File: src/rtl/instruction_fetch_if.sv
// Instruction-memory request/grant/response bus between the fetch stage and imem.
// The fetch stage is the master: it drives req/addr and receives gnt/rvalid/rdata.
interface instruction_fetch_if #(
   parameter int XLEN = 32
);
   logic            req;
   logic [XLEN-1:0] addr;
   logic            gnt;
   logic            rvalid;
   logic [31:0]     rdata;

   modport master (output req, output addr, input gnt, input rvalid, input rdata);
   modport slave  (input req, input addr, output gnt, output rvalid, output rdata);
endinterface

File: src/rtl/instruction_fetch.sv
// RockWave fetch stage: PC register, one imem read per phase_fetch, redirects from
// execute (pending while a fetch is in flight) and a watchdog that aborts stuck fetches.
module instruction_fetch #(
   parameter int              XLEN         = 32,
   parameter logic [XLEN-1:0] RESET_VECTOR = '0,
   parameter int              TIMEOUT      = 16
) (
   input  logic                clk,
   input  logic                rst,
   input  logic                phase_fetch,
   input  logic                jump_en_ex,
   input  logic [XLEN-1:0]     jump_addr_ex,
   instruction_fetch_if.master imem,
   output logic [31:0]         inst,
   output logic [XLEN-1:0]     curr_pc_fd,
   output logic [XLEN-1:0]     next_pc_fd,
   output logic                fetch_done,
   output logic                fetch_err,
   output logic                misaligned,
   output logic                stall_fetch
);
   localparam logic [31:0]     NOP  = 32'h0000_0013;
   localparam logic [XLEN-1:0] FOUR = XLEN'(4);

   typedef enum logic [1:0] {IDLE, REQ, WAIT} state_t;

   state_t          state, state_nxt;
   logic [XLEN-1:0] pc, pc_inc, pend_pc, tgt;
   logic            pend_vld;
   logic [7:0]      wdog;
   logic            wdog_exp, complete, abort;
   logic            unused_lsb;

   // JALR rule: bit 0 is dropped, bit 1 only flags misalignment
   assign tgt        = {jump_addr_ex[XLEN-1:2], 2'b00};
   assign unused_lsb = jump_addr_ex[0];
   assign pc_inc     = pc + FOUR;
   assign wdog_exp   = (wdog == 8'(TIMEOUT - 1));

   assign imem.addr   = pc;
   assign stall_fetch = (state != IDLE);

   always_ff @(posedge clk) begin
      if (rst) state <= IDLE;
      else     state <= state_nxt;
   end

   // A response arriving in the watchdog's last cycle still completes normally
   always_comb begin
      state_nxt = state;
      complete  = 1'b0;
      abort     = 1'b0;
      imem.req  = 1'b0;
      case (state)
         IDLE: begin
            if (phase_fetch) state_nxt = REQ;
         end
         REQ: begin
            imem.req = 1'b1;
            if (imem.gnt && imem.rvalid) complete  = 1'b1;
            else if (wdog_exp)           abort     = 1'b1;
            else if (imem.gnt)           state_nxt = WAIT;
         end
         WAIT: begin
            if (imem.rvalid)   complete = 1'b1;
            else if (wdog_exp) abort    = 1'b1;
         end
         default: state_nxt = IDLE;
      endcase
      if (complete || abort) state_nxt = IDLE;
   end

   always_ff @(posedge clk) begin
      if (rst) begin
         pc         <= RESET_VECTOR;
         pend_pc    <= '0;
         pend_vld   <= 1'b0;
         wdog       <= '0;
         inst       <= NOP;
         curr_pc_fd <= RESET_VECTOR;
         next_pc_fd <= RESET_VECTOR + FOUR;
         fetch_done <= 1'b0;
         fetch_err  <= 1'b0;
         misaligned <= 1'b0;
      end else begin
         fetch_done <= complete | abort;
         fetch_err  <= abort;
         if (jump_en_ex) misaligned <= jump_addr_ex[1];
         wdog <= (state == IDLE) ? 8'd0 : wdog + 8'd1;

         if (complete || abort) begin
            inst       <= complete ? imem.rdata : NOP;
            curr_pc_fd <= pc;
            next_pc_fd <= pc_inc;
            pend_vld   <= 1'b0;
            // Same-cycle redirect beats both the pending target and PC+4
            if (jump_en_ex)    pc <= tgt;
            else if (pend_vld) pc <= pend_pc;
            else if (complete) pc <= pc_inc;
         end else if (state == IDLE) begin
            if (jump_en_ex) begin
               if (phase_fetch) begin
                  pend_pc  <= tgt;
                  pend_vld <= 1'b1;
               end else begin
                  pc <= tgt;
               end
            end
         end else if (jump_en_ex) begin
            pend_pc  <= tgt;
            pend_vld <= 1'b1;
         end
      end
   end
endmodule

File: src/flat_wrapper.sv
// flat-port wrapper written by rule: the top's interface ports become plain ports
module instruction_fetch_flat 
#(
   parameter int              XLEN         = 32,
   parameter logic [XLEN-1:0] RESET_VECTOR = '0,
   parameter int              TIMEOUT      = 16
)
  (clk, rst, phase_fetch, jump_en_ex, jump_addr_ex, inst, curr_pc_fd, next_pc_fd, fetch_done, fetch_err, misaligned, stall_fetch, imem_req, imem_addr, imem_gnt, imem_rvalid, imem_rdata);
  instruction_fetch_if #(.XLEN(XLEN)) imem_i ();
  input  logic clk;
  input  logic rst;
  input  logic phase_fetch;
  input  logic jump_en_ex;
  input  logic [XLEN-1:0] jump_addr_ex;
  output logic [31:0] inst;
  output logic [XLEN-1:0] curr_pc_fd;
  output logic [XLEN-1:0] next_pc_fd;
  output logic fetch_done;
  output logic fetch_err;
  output logic misaligned;
  output logic stall_fetch;
  output wire logic [$bits(imem_i.req)-1:0] imem_req;
  output wire logic [$bits(imem_i.addr)-1:0] imem_addr;
  input wire logic [$bits(imem_i.gnt)-1:0] imem_gnt;
  input wire logic [$bits(imem_i.rvalid)-1:0] imem_rvalid;
  input wire logic [$bits(imem_i.rdata)-1:0] imem_rdata;
  assign imem_req = imem_i.req;
  assign imem_addr = imem_i.addr;
  assign imem_i.gnt = imem_gnt;
  assign imem_i.rvalid = imem_rvalid;
  assign imem_i.rdata = imem_rdata;
  instruction_fetch #(.XLEN(XLEN), .RESET_VECTOR(RESET_VECTOR), .TIMEOUT(TIMEOUT)) u_core (.clk(clk), .rst(rst), .phase_fetch(phase_fetch), .jump_en_ex(jump_en_ex), .jump_addr_ex(jump_addr_ex), .imem(imem_i), .inst(inst), .curr_pc_fd(curr_pc_fd), .next_pc_fd(next_pc_fd), .fetch_done(fetch_done), .fetch_err(fetch_err), .misaligned(misaligned), .stall_fetch(stall_fetch));
endmodule
File: config.mk
export PLATFORM = sky130hd
export DESIGN_NAME = instruction_fetch_flat
export DESIGN_NICKNAME = d
export VERILOG_FILES = /design/src/rtl/instruction_fetch_if.sv /design/src/rtl/instruction_fetch.sv /design/src/flat_wrapper.sv
export SDC_FILE = /design/constraint.sdc
export NUM_CORES = 1
export LEC_CHECK = 0
export CAP_MARGIN = 30
export CELL_PAD_IN_SITES_DETAIL_PLACEMENT = 1
export CELL_PAD_IN_SITES_GLOBAL_PLACEMENT = 1
export CORE_UTILIZATION = 31
export DETAILED_ROUTE_END_ITERATION = 6
export GPL_TIMING_DRIVEN = 1
export MAX_ROUTING_LAYER = met4
export PLACE_DENSITY = 0.81
export SLEW_MARGIN = 20
export SYNTH_ARGS = -nofsm -noshare
export SYNTH_HDL_FRONTEND = slang
export SYNTH_SLANG_ARGS = --single-unit
File: constraint.sdc
create_clock -name clk -period 2.05 [get_ports clk]
set_input_delay 0.41 -clock clk [delete_from_list [all_inputs] [get_ports clk]]
set_output_delay 0.41 -clock clk [all_outputs]
set_load 0.02 [all_outputs]
Yosys cells after proc, flatten, opt, wreduce, memory -nomap -nowiden. Index checks and enable logic that the tools add are counted. Widths: inputs -> output; s select.

Add/subtract/negate cells: 2. Equal/unequal tests: 8. Multiplexer cells: 29. Bitwise gates (word level): 3. Reductions and logical operators: 13.

Operators with widths (number): $mux 32 (12); $add 32x3->32 const B (1); $mux 1 (10); $add 8x1->8 const B (1); $eq 8x4->1 const B (1); $mux 2 (4); $ne 2x2->1 const B (4); $pmux 2 s3 (1); $reduce_bool 2->1 (3); $reduce_and 5->1 (1); $pmux 1 s2 (2); $reduce_and 4->1 (1); $reduce_or 2->1 (2); $reduce_and 3->1 (1); $reduce_bool 3->1 (1); $eq 2x1->1 const B (1); $eq 2x2->1 const B (1); $logic_not 2->1 (1); $ne 2x1->1 const B (1); $not 1->1 (2); $reduce_and 2->1 (1); $logic_and 1x1->1 (1); $logic_or 1x1->1 (1); $or 1x1->1 (1).

Flip-flop bits (word level): 174. Input port bits: 70. Output and inout bits: 133.

Logic depth before layout (Yosys ltp).
Word-level depth: 7. Gate-level depth with buffers: 11.

Worst setup path after synthesis. OpenSTA, ideal clock, no wires.

Path type: reg-to-reg. Start point: reg u_core.pc[13], in the netlist u_core.imem.addr[13]. End point: reg u_core.pc[31], in the netlist u_core.imem.addr[31]. Library setup time: 0.120 ns. Arrival time: 2.241 ns. Required time: 1.930 ns. Path slack: -0.311 ns. Stages on the path, launching flop included: 9. Path buffers: 2. Clock period less this slack: 2.361 ns. Path through: dfxtp_1 buf_2 nand4_1 or4_1 buf_2 or4_4 xnor2_2 o21bai_1 a21oi_1.

Longest elaborated chain between the ends: 5.

RTL lines: start: declaration (line instruction_fetch.sv:28) `logic [XLEN-1:0] pc, pc_inc, pend_pc, tgt;`; start signal: assignment (line instruction_fetch.sv:97) `if (jump_en_ex) pc <= tgt;`; start signal: assignment (line instruction_fetch.sv:98) `else if (pend_vld) pc <= pend_pc;`; start signal: assignment (line instruction_fetch.sv:99) `else if (complete) pc <= pc_inc;`; $add 32x3->32 (line instruction_fetch.sv:37) `assign pc_inc = pc + FOUR;`; $mux 32 (line instruction_fetch.sv:99); $mux 32 (line instruction_fetch.sv:98); $mux 32 (line instruction_fetch.sv:97); $mux 32 (line instruction_fetch.sv:91) `if (complete || abort) begin`.

Every way passes these cells. The select of a mux whose other input is x is not followed. A chain may end at the register's enable or synchronous reset.

Final worst setup path.
Start point: reg u_core.state[1]. End point: reg u_core.pc[5], in the netlist u_core.imem.addr[5].

Longest elaborated chain between the ends: 5. Elaborated cells between the ends (all ways): 12. Classes of those cells: eq/ne: 3; mux: 3; reduce/logical: 6.

RTL lines: start: declaration (line instruction_fetch.sv:27) `state_t state, state_nxt;`; start signal: assignment (line instruction_fetch.sv:45) `else state <= state_nxt;`; $eq 2x2->1 or $eq 2x1->1 (tied branches) (line instruction_fetch.sv:54) `case (state)`; $pmux 1 s2 (line instruction_fetch.sv:54); $logic_or 1x1->1 (line instruction_fetch.sv:91); $ne 2x1->1 (no source line) or $reduce_bool 2->1 (tied branches); $reduce_and 4->1 (no source line).

Parallel ways exist; a longest one is shown, timed or not.

==> metrics <==
Yosys cell types=57; wire length per cell=25.22 um; Synth Area in Compound Gates=0.2193; hold depth=2; Hold Startpoint=rst; commonest cells after routing, fill and taps aside=clkdlybuf4s50_1, dfxtp_1, nand2_1; total power=11.58 mW; maximum number of pins on one net before global-route repair=97; PD cells=991.8 nW/um2; Max Fclk=422.6 MHz; Worst Hold Endpoint=u_core.curr_pc_fd[26]; worst setup path startpoint=u_core.state[1]; fraction of layout cells with a size suffix above 1=0.2411; max-cap violation count=0; GRT Resource Usage Total=0.2665; post-synthesis register bit count=166; Post-CTS Hold Fix Bufs=0; Post-Synthesis Cell Area=6899 um2; initial antenna violation count=2; CP max stage cell=dfxtp_2; area added between synthesis and finish=69.28%; CP Capture Type=flop; RSZ-0062 raised after global routing=yes; DPL Wire Length=17710 um; Max-slew headroom=0.5577; residual DRC count=0; EDFF count, synth=0; CP Max Fanout=6; post-synthesis simple-gate area fraction=0.1868; Worst-path clk slew=0.07 ns; Cells after Synth=827; r2r setup slk=-0.32 ns; htree depth=4; CP startpoint kind=flop; Pins Over Slew Limit=0; CP cell instances=inv_4, ha_4, a21boi_4, o2111ai_4, buf_6, a21oi_4, buf_6, clkbuf_16, mux2i_1, a21oi_1; Iter 0 DRT Violations=707; row cnt=54; adder-cell share of the synthesized area=0.009068; sequential share of the synthesized area=0.4817; final hold vios=0; fin worst setup slack=-0.3164 ns; Die ar.=22860 um2; CP dominant cell by count=buf_6; PortBufs=195; Synth area leader=dfxtp_1; Die Span X=151.2 um; xor and xnor area share after synthesis=0.04425; placeable core region=21820 um2; failing checks=setup timing; worst hold path type=input pin to flop; Final setup viols=138; Async SR Flop Fraction=0; Starting Density=0.3161; Setup CP Type=flop to flop; outcome=finished with violations; die extent in y=151.2 um; via count=8095; 1st-pass router iterations=5; synth top area cells=dfxtp_1, nand2_1, a21oi_1, a22o_1, nor2_1; worst r2r src=u_core.state[1]; predominant post-synthesis flop cell=dfxtp_1; IO Count=203; post-synthesis mux area share=0.01016; first-pass GRT wire length=44530 um; clock buffer depth=2; vias per cell=5.733; final net count=1190; Worst R2R End=u_core.imem.addr[5]; vias in the first global route=7798; CP max stage delay=0.38 ns; Yosys top cell area share=0.4817; Final ANT Viol Nets=0; # clock sinks=166; Worst-Skew Late Latency=0.44 ns; Worst-Margin Slew=0.6594 ns; r2r worst-path depth=10; drt total wl=35610 um; peak supply drop=590.0 uV; static leakage=4.392 nW; critical path arrival=2.68 ns; period utilisation layout=1.154; syn_area_per_cell=8.342 um2; root buffer cell=clkbuf_16; gr ovfl total=0; data required time of the critical path=2.36 ns; CTS tree=done; Worst Skew=0.01826 ns; RePlAce Congestion=0.8429; CTS buffer count=17; Synthesis Warnings=0; setup TNS=-12.71 ns; fin crit period=2.366 ns; largest family of logic cells by synthesized area=compound AO/OA/AOI/OAI gates; most common cell after layout, fill and taps aside=clkdlybuf4s50_1
[sequential cells by signal, summed over array words and instances, names as in the netlist]
name,count
u_core.wdog,8
u_core.pend_pc,30
u_core.curr_pc_fd,30
u_core.state,2
u_core.fetch_done,1
u_core.pend_vld,1
u_core.imem.addr,30
u_core.fetch_err,1
u_core.misaligned,1
u_core.next_pc_fd,30
u_core.inst,32
[per-layer routing]
layer | share of wire | up-vias | track usage | wire (um)
met5 | 0 | - | - | 0
met4 | 0.055 | 0 | 0.1475 | 1970
met3 | 0.078 | 156 | 0.05181 | 2784
met2 | 0.47 | 508 | 0.4333 | 16890
met1 | 0.39 | 3973 | 0.3076 | 13970
li1 | - | 3458 | - | -
[kinds of logic after synthesis]
| logic type | after synthesis |
|---|---|
| compound gates | 242 |
| xor+xnor | 34 |
| fa+ha+maj | 5 |
| buf+inv | 79 |
| flops | 166 |
| mux | 7 |
| other cells | 1 |
| simple gates | 293 |
[cell type report]
type	instances	area, um2
Inverter	9	38.79
Sequential cell	166	3346
Clock inverter	11	148.9
Timing Repair Buffer	334	3523
Tap cell	280	350.3
Fill cell	2439	10140
Antenna cell	4	10.01
Multi-Input combinational cell	587	3821
Clock buffer	21	440.4
[power by group]
group | switching (mW) | internal [mW]
combinational | 2.43 | 1.94
clock | 1.43 | 1.92
sequential | 0.272 | 3.59
total | 4.13 | 7.45
[worst max path at each step]
stage,to,depth (start not counted)
3_5_place_dp,u_core.imem.addr[4],8
6_report,u_core.imem.addr[5],10
5_1_grt,u_core.imem.addr[5],10
4_1_cts,u_core.imem.addr[31],7
3_3_place_gp,u_core.inst[9],5
2_1_floorplan,u_core.imem.addr[31],8
[critical path, delay by kind of cell (launching register included)]
family | cells | cell delay (ns)
AOI/OAI and AO/OA | 4 | 0.74
buffers and inverters | 4 | 0.58
DFF | 1 | 0.38
adders and majority gates | 1 | 0.28
muxes | 1 | 0.26
[cells in the mapped netlist, types with 8 or more instances]
library cell / number
buf_2: 10
nand3_1: 15
dfxtp_1: 166
a21oi_1: 105
xnor2_1: 15
nor2_1: 67
xor2_1: 18
o21ai_0: 39
nand4_1: 10
nor4_1: 8
nor3_1: 14
a211oi_1: 19
clkbuf_1: 46
inv_1: 8
a22o_1: 30
nand2_1: 156
[timing repair]
action,4_1_cts,5_1_grt
cloned,8,10
setup buffers,7,21
hold endpoints to repair,0,0
endpoints found under the setup margin,147,134
pin swaps,17,57
gates resized for setup,55,121
[stage by stage]
step	cell area (um2)	hold WS, ns	utilization	worst slack (ns)	cells
after global placement	9807	0.4379	0.4494	-0.5129	1332
after detailed placement	9818	0.4434	0.4499	-0.4620	1333
after floorplan	6975	0.4261	-	-0.1319	832
final	11680	0.2936	0.5351	-0.3164	1412
after global routing	11670	0.2957	0.5349	-0.3368	1410
after CTS	10860	0.2515	0.4976	-0.07187	1380
Power figures use the tool's default switching activity.
